### src/rtl/register_pkg.sv
// Shared constants for the register block and its load counter.
package register_pkg;

    localparam int unsigned DEFAULT_WIDTH     = 8;
    localparam int unsigned DEFAULT_CNT_WIDTH = 8;

endpackage : register_pkg

### src/rtl/register_sat_counter.sv
// Saturating up-counter: advances by one per inc cycle and sticks at all-ones.
// Ports:
//   clk   - clock, rising edge
//   rst   - asynchronous active-high reset, clears count
//   inc   - increment request for this edge
//   count - registered count value
module register_sat_counter
    import register_pkg::*;
#(
    parameter int unsigned WIDTH = DEFAULT_CNT_WIDTH
) (
    input  logic             clk,
    input  logic             rst,
    input  logic             inc,
    output logic [WIDTH-1:0] count
);

    logic [WIDTH-1:0] r_count;
    logic             w_at_max;

    assign w_at_max = (r_count == {WIDTH{1'b1}});

    // Count register; holds once saturated so it never wraps to zero.
    always_ff @(posedge clk or posedge rst) begin
        if (rst) begin
            r_count <= '0;
        end else if (inc && !w_at_max) begin
            r_count <= r_count + WIDTH'(1);
        end
    end

    assign count = r_count;

endmodule : register_sat_counter

### src/rtl/register.sv
// Loadable data register with history, first-load flag, change pulse and
// saturating load counter.
// Ports:
//   clk        - clock, rising edge
//   rst        - asynchronous active-high reset (beats load)
//   load       - capture data_in at the next rising edge
//   data_in    - value to capture
//   data_out   - current stored value (flop output)
//   data_prev  - data_out value before the most recent load
//   loaded     - high once any load has happened since reset
//   changed    - one-cycle pulse after a load that altered data_out
//   load_count - saturating number of loads since reset
module register
    import register_pkg::*;
#(
    parameter int unsigned             WIDTH       = DEFAULT_WIDTH,
    parameter logic [WIDTH-1:0]        RESET_VALUE = '0,
    parameter int unsigned             CNT_WIDTH   = DEFAULT_CNT_WIDTH
) (
    input  logic                 clk,
    input  logic                 rst,
    input  logic                 load,
    input  logic [WIDTH-1:0]     data_in,
    output logic [WIDTH-1:0]     data_out,
    output logic [WIDTH-1:0]     data_prev,
    output logic                 loaded,
    output logic                 changed,
    output logic [CNT_WIDTH-1:0] load_count
);

    logic [WIDTH-1:0] r_data_out;
    logic [WIDTH-1:0] r_data_prev;
    logic             r_loaded;
    logic             r_changed;
    logic             w_differs;

    // Compare against the value being replaced; X on data_in yields X here
    // rather than being forced to a known level.
    assign w_differs = (data_in != r_data_out);

    // Data, history and status flops.
    always_ff @(posedge clk or posedge rst) begin
        if (rst) begin
            r_data_out  <= RESET_VALUE;
            r_data_prev <= RESET_VALUE;
            r_loaded    <= 1'b0;
            r_changed   <= 1'b0;
        end else begin
            r_changed <= load && w_differs;
            if (load) begin
                r_data_prev <= r_data_out;
                r_data_out  <= data_in;
                r_loaded    <= 1'b1;
            end
        end
    end

    register_sat_counter #(
        .WIDTH (CNT_WIDTH)
    ) u_load_cnt (
        .clk   (clk),
        .rst   (rst),
        .inc   (load),
        .count (load_count)
    );

    assign data_out  = r_data_out;
    assign data_prev = r_data_prev;
    assign loaded    = r_loaded;
    assign changed   = r_changed;

endmodule : register

### config.mk
export PLATFORM = sky130hd
export DESIGN_NAME = register
export DESIGN_NICKNAME = d
export VERILOG_FILES = /design/src/rtl/register_pkg.sv /design/src/rtl/register_sat_counter.sv /design/src/rtl/register.sv
export SDC_FILE = /design/constraint.sdc
export NUM_CORES = 1
export LEC_CHECK = 0
export CELL_PAD_IN_SITES_DETAIL_PLACEMENT = 0
export CELL_PAD_IN_SITES_GLOBAL_PLACEMENT = 1
export CORE_ASPECT_RATIO = 1.1
export CORE_MARGIN = 2
export CORE_UTILIZATION = 35
export CTS_CLUSTER_DIAMETER = 60
export DETAILED_ROUTE_END_ITERATION = 10
export GPL_TIMING_DRIVEN = 1
export HOLD_SLACK_MARGIN = 0.08
export PLACE_DENSITY_LB_ADDON = 0.1
export SLEW_MARGIN = 5
export SYNTH_ARGS = -nofsm -noshare
export SYNTH_HDL_FRONTEND = slang
export SYNTH_HIERARCHICAL = 1
export SYNTH_SLANG_ARGS = --single-unit
### constraint.sdc
create_clock -name clk -period 1.8 [get_ports clk]
set_input_delay 0.36 -clock clk [delete_from_list [all_inputs] [get_ports clk]]
set_output_delay 0.36 -clock clk [all_outputs]
set_load 0.005 [all_outputs]
==> impl_metrics.py, run 1 <==
metrics = {
    "die": {
        "die_x_um": 60.1,
        "coreArea_um2": 3330,
        "die_h_um": 65.7,
        "rows": 22,
        "initial_core_util_pct": 36.3,
        "ios": 37,
        "fp.dieArea_um2": 3940,
    },
    "clock_network": {
        "clk_pin_slew_ps": 130,
        "cts_max_level": 1,
        "cts_root_buffer": "clkbuf_4",
        "cts_buffer_depth": 2,
        "clock_latency_ps": 310,
        "cts-hold-fix-buffers": 0,
        "cts_tree": "built",
        "post_cts.repair.setup_buffers": 0,
        "cts_sinks": 26,
        "cts_buffers": 3,
        "post_cts_resized": 0,
    },
    "drt": {
        "vias_per_cell": 4.74,
        "wire_per_inst_um": 12.9,
        "antenna_left": 0,
        "dr.pass1.iters": 4,
        "drt_iter0_markers": 26,
        "num_vias": 816,
        "route.detailed.drc": 0,
        "wirelength_mm": 2.21,
    },
    "power_and_ir_drop": {
        "peakVddDrop_mv": 0.569,
        "p_leak_nw": 0.697,
        "power.total_mw": 1.73,
        "powerDensity_nw_per_um2": 1040,
    },
    "final_layout": {
        "most-common-layout-cells": "clkdlybuf4s50_1, dfrtp_1, mux2_4, xor2_1, mux2_2",
        "syn2layout_area_growth_pct": 37.5,
        "n_fill_cell": 293,
        "drive_gt1_share_pct": 24.2,
        "final_common_cell": "clkdlybuf4s50_1",
        "finalNetCount": 137,
        "diodes": 0,
        "stdcell_area_um2": 1660,
    },
    "synthesis": {
        "synthXorXnorAreaFrac_pct": 8.69,
        "ys_ff_latch": 26,
        "synth_cell_types": 29,
        "synth_top_family_by_area": "multiplexers",
        "synth_warnings": 6,
        "yosys.area_share.simple_pct": 9.41,
        "synth_compound_area_share_pct": 4.34,
        "synth.area.mux_share_pct": 19.5,
        "synth_area_per_cell_um2": 14.4,
        "syn_area_um2": 1210,
        "synthesis.nets": 96,
        "synth_fa_ha_area_share_pct": 1.03,
        "yosysSeqAreaShare_pct": 53.8,
        "synth_cells": 84,
    },
    "placed_design": {
        "place_area_um2": 1630,
        "portBuffers": 36,
        "dp_hpwl_mm": 1.59,
        "gp_congestion": 0.720,
    },
    "worst_setup_path": {
        "crit_chain": "clkdlybuf4s50_1",
        "setup.worst_path.class": "reg2out",
        "r2r_slack_ps": 330,
        "crit_family": "buffers and inverters",
        "crit_required_ps": 1440,
        "cp_slowest_cell": "clkdlybuf4s50_1",
        "crit_fanout": 6,
        "crit_buf_inv": 1,
        "critPathMaxStageDelay_ps": 540,
        "arrival_ps": 1320,
        "startpoint_type": "flop",
        "cp-end-kind": "primary output",
    },
    "timing": {
        "max_slew_margin_pct": 78.4,
        "clock_skew_ps": 2.38,
        "worst_slew_pin_slew_ps": 324,
        "max_freq_ghz": 0.595,
        "slew_viol_final": 0,
        "setup_viol": 0,
        "min_period_ps": 1680,
        "fin_crit_sh_pct": 93.4,
        "rsz0062_at_grt": "no",
        "finalHoldViolCount": 0,
        "tns_ps": 0,
    },
    "flow_run": {
        "maxCapViolCount": 0,
    },
    "global_route": {
        "busiest_layer": "met2",
        "grt_use_met2_pct": 20.1,
        "grt_pass1_wl_mm": 3.70,
        "met1_usage_pct": 15.8,
        "grt_pass1_vias": 802,
        "grt_max_degree": 20,
        "grt_use_total_pct": 12.4,
        "use_met3_pct": 2.56,
        "grt_antenna_before_repair": 0,
        "grt_overflow": 0,
    },
    "min_path": {
        "hp-class": "in2async",
    },
    "status": {
        "status": "finished, final reports clean",
    },
}
## routing by layer
layer  wire, um  vias to the layer above
met1        968                      409
met4         17                        0
met2       1130                       23
li1           -                      382
met3         92                        2
met5          0                        -
## flip-flops by register name, summed over array words and instances, names as in the netlist
signal / cells
data_out: 8
data_prev: 8
u_load_cnt/count: 8
changed: 1
loaded: 1
## synth_stat cells
cell type	instances	share of area, %
a21boi_0	1	0.62
a21oi_1	1	0.41
a31oi_1	3	1.6
and2_1	1	0.52
and2_2	1	0.62
and3_4	1	0.93
and4_1	1	0.72
and4bb_2	1	1.0
buf_12	1	1.7
buf_6	1	0.93
dfrtp_1	26	54
ha_1	1	1.0
inv_1	2	0.62
mux2_1	1	0.93
mux2_2	8	7.4
mux2_4	9	11
nand2b_1	1	0.52
nand3_1	2	0.83
nand3_2	1	0.83
nand4_1	1	0.52
nand4_2	1	1.0
nor2_1	1	0.31
nor4_1	2	1.0
o211ai_1	1	0.62
o21ai_1	1	0.41
o21ai_2	1	0.72
or2_1	1	0.52
xnor2_1	3	2.2
xor2_1	9	6.5
## final cells by class
type / count / area [um2] / area share, %
Timing Repair Buffer: 38 / 388 / 23.3
Clock buffer: 4 / 36.3 / 2.18
Multi-Input combinational cell: 54 / 520 / 31.3
Tap cell: 48 / 60.1 / 3.61
Inverter: 2 / 7.51 / 0.451
Sequential cell: 26 / 652 / 39.2
## where the power goes
group	switching [mW]	internal (mW)	total, mW
Combinational	0.180	0.394	0.574
Clock	0.167	0.124	0.290
Sequential	0.152	0.710	0.863
## cells by family after synthesis
family,Yosys count
xor+xnor,12
fa+ha+maj,1
simple gates,15
buf+inv,4
mux,18
compound gates,8
flops,26
## through the flow
step                setup slack, ps  instances  hold WS (ps)  util, %
detailed placement             87.9        168           447     48.8
CTS                            56.0        172           316     49.9
finish                          118        172           311     50.0
global placement                135        168           458     48.8
global route                   27.0        172           326     50.0
floorplan                       477         84           176        -
## worst paths after layout
check                      depth (start not counted)                              end                            start
min reg2reg                                        1               loaded$_DFFE_PP0P_               loaded$_DFFE_PP0P_
max                                                1                    load_count[3]  u_load_cnt/count[3]$_DFFE_PP0P_
max reg2reg                                        4  u_load_cnt/count[1]$_DFFE_PP0P_  u_load_cnt/count[0]$_DFFE_PP0P_
min in group clk                                   1               loaded$_DFFE_PP0P_               loaded$_DFFE_PP0P_
max in group asynchronous                          2  u_load_cnt/count[6]$_DFFE_PP0P_                              rst
min                                                2  u_load_cnt/count[2]$_DFFE_PP0P_                              rst
Power figures use the tool's default switching activity.
==> run 2: changes to the inputs <==
Settings changed: CTS_CLUSTER_DIAMETER 60 to 50, SYNTH_HIERARCHICAL 1 to default.
==> run 2 against run 1 <==
Setup slack got worse by 37 ps. Sequential power about the same. Synthesized cell count decreased by 2.4%. Sequential share of layout area increased by 1.8 points. Cell count decreased by 8.7%. Register-to-register slack improved by 40 ps. Critical path type unchanged. Largest cell class unchanged. Highest routed layer unchanged.
==> impl_metrics.py, run 2 <==
metrics = {
    "die": {
        "die_h_um": 63.9,
        "fp.dieArea_um2": 3730,
        "die_x_um": 58.4,
        "coreArea_um2": 3070,
        "rows": 21,
        "initial_core_util_pct": 37.1,
        "ios": 37,
    },
    "drt": {
        "vias_per_cell": 4.96,
        "num_vias": 778,
        "drt_iter0_markers": 10,
        "antenna_left": 0,
        "route.detailed.drc": 0,
        "dr.pass1.iters": 3,
        "wire_per_inst_um": 13.8,
        "wirelength_mm": 2.17,
    },
    "global_route": {
        "grt_antenna_before_repair": 0,
        "grt_use_met2_pct": 20.4,
        "grt_pass1_wl_mm": 3.76,
        "grt_pass1_vias": 804,
        "use_met3_pct": 2.02,
        "grt_max_degree": 27,
        "grt_overflow": 0,
        "busiest_layer": "met2",
        "met1_usage_pct": 18.1,
        "grt_use_total_pct": 13.2,
    },
    "synthesis": {
        "yosysSeqAreaShare_pct": 57.0,
        "synth_cells": 82,
        "synth_top_area_share_pct": 57.0,
        "synth_warnings": 0,
        "ys.flop_type": "dfrtp_1",
        "synth_area_per_cell_um2": 13.9,
        "yosysMostFrequentCell": "dfrtp_1",
        "syn_area_um2": 1140,
        "synth_edf_count": 0,
        "ys_top_cells_by_count": "dfrtp_1, mux2_2, xor2_1",
        "synth_cell_types": 24,
        "async_flop_share_pct": 100,
        "synthesis.nets": 94,
        "synth_top_cell_by_area": "dfrtp_1",
        "synth_area_leaders": "dfrtp_1, mux2_2, xor2_1",
        "ys_ff_latch": 26,
    },
    "timing": {
        "rsz0062_at_grt": "no",
        "max_freq_ghz": 0.582,
        "max_slew_margin_pct": 77.7,
        "min_period_ps": 1720,
        "tns_ps": 0,
        "finalHoldViolCount": 0,
        "fin_crit_sh_pct": 95.5,
        "clock_skew_ps": 7.04,
        "setup_viol": 0,
        "slew_viol_final": 0,
        "whs_ps": 359,
        "worst_slew_pin_slew_ps": 335,
    },
    "worst_setup_path": {
        "critPathMaxStageDelay_ps": 550,
        "cp_slowest_cell": "clkdlybuf4s50_1",
        "crit_fanout": 6,
        "crit_buf_inv": 1,
        "setup.worst_path.class": "reg2out",
        "startpoint_type": "flop",
        "crit_required_ps": 1440,
        "cp-end-kind": "primary output",
        "crit_chain": "clkdlybuf4s50_1",
        "crit_family": "buffers and inverters",
        "arrival_ps": 1360,
    },
    "power_and_ir_drop": {
        "peakVddDrop_mv": 0.594,
        "powerDensity_nw_per_um2": 1050,
        "p_leak_nw": 0.675,
    },
    "final_layout": {
        "final_common_cell": "clkdlybuf4s50_1",
        "drive_gt1_share_pct": 23.6,
        "syn2layout_area_growth_pct": 39.5,
        "diodes": 0,
        "most-common-layout-cells": "clkdlybuf4s50_1, dfrtp_1, mux2_2",
        "finalNetCount": 136,
    },
    "placed_design": {
        "gp_congestion": 0.869,
        "portBuffers": 36,
        "dp_hpwl_mm": 1.57,
    },
    "clock_network": {
        "cts_tree": "built",
        "cts_buffers": 3,
        "clock_latency_ps": 320,
        "cts-hold-fix-buffers": 0,
        "cts_buffer_depth": 2,
        "cts_sinks": 26,
        "cts_max_level": 1,
        "clk_pin_slew_ps": 150,
        "post_cts.repair.setup_buffers": 0,
        "post_cts_resized": 0,
        "cts_root_buffer": "clkbuf_4",
    },
    "flow_run": {
        "maxCapViolCount": 0,
    },
    "min_path": {
        "hp-class": "in2async",
    },
    "status": {
        "status": "finished, final reports clean",
    },
}
-- run 2: kinds of logic (layout without fill, tap and decap cells) --
family,count (synthesis),after routing,synth area share [%]
xor+xnor,13,13,9.98
buf+inv,3,44,1.42
flops,26,26,57.0
simple gates,14,14,8.22
fa+ha+maj,1,1,1.10
mux,18,18,17.8
compound gates,7,7,4.50
-- run 2: final timing paths --
path	start	to	slack [ps]	cells past startpoint
min in group clk	loaded$_DFFE_PP0P_	loaded$_DFFE_PP0P_	500	1
worst min register to register	loaded$_DFFE_PP0P_	loaded$_DFFE_PP0P_	500	1
worst max register to register	u_load_cnt.count[0]$_DFFE_PP0P_	u_load_cnt.count[6]$_DFFE_PP0P_	370	4
worst max-delay path	u_load_cnt.count[4]$_DFFE_PP0P_	load_count[4]	80	1
worst min-delay path	rst	data_prev[2]$_DFFE_PP0P_	360	3
max in group asynchronous	rst	u_load_cnt.count[3]$_DFFE_PP0P_	1180	3
-- run 2: worst register-to-register path, cell delays in order (launching register included) --
cell and delay [ps]:
dfrtp_1 450, ha_1 250, and3_1 220, nand4_1 100, mux2_1 320
-- run 2: area by class of cell --
| type | count | area (um2) |
|---|---|---|
| clock buffer | 4 | 36.3 |
| inverter | 1 | 3.75 |
| sequential | 26 | 652 |
| fill | 283 | 1480 |
| timing repair buffer | 39 | 383 |
| multi-input combinational | 53 | 474 |
| tap | 34 | 42.5 |
-- run 2: metal layers --
metal	up-vias	part of all wire (%)
li1	373	-
met1	382	46
met2	21	47
met3	2	5.4
met4	0	0.97
met5	-	0
-- run 2: metrics by stage --
stage	util [%]	instance area, um2	setup slack [ps]	total power, mW	instances
floorplan	-	1140	439	1.05	82
global placement	50.5	1550	169	1.38	153
detailed placement	50.5	1550	136	1.39	153
CTS	51.7	1590	31.5	1.69	157
global route	51.8	1590	7.90	1.79	157
finish	51.8	1590	81.5	1.67	157
-- run 2: report_power, final --
part / switching, mW / internal, mW / total, mW
Clock: 0.179 / 0.124 / 0.303
Sequential: 0.151 / 0.709 / 0.860
Combinational: 0.164 / 0.345 / 0.509
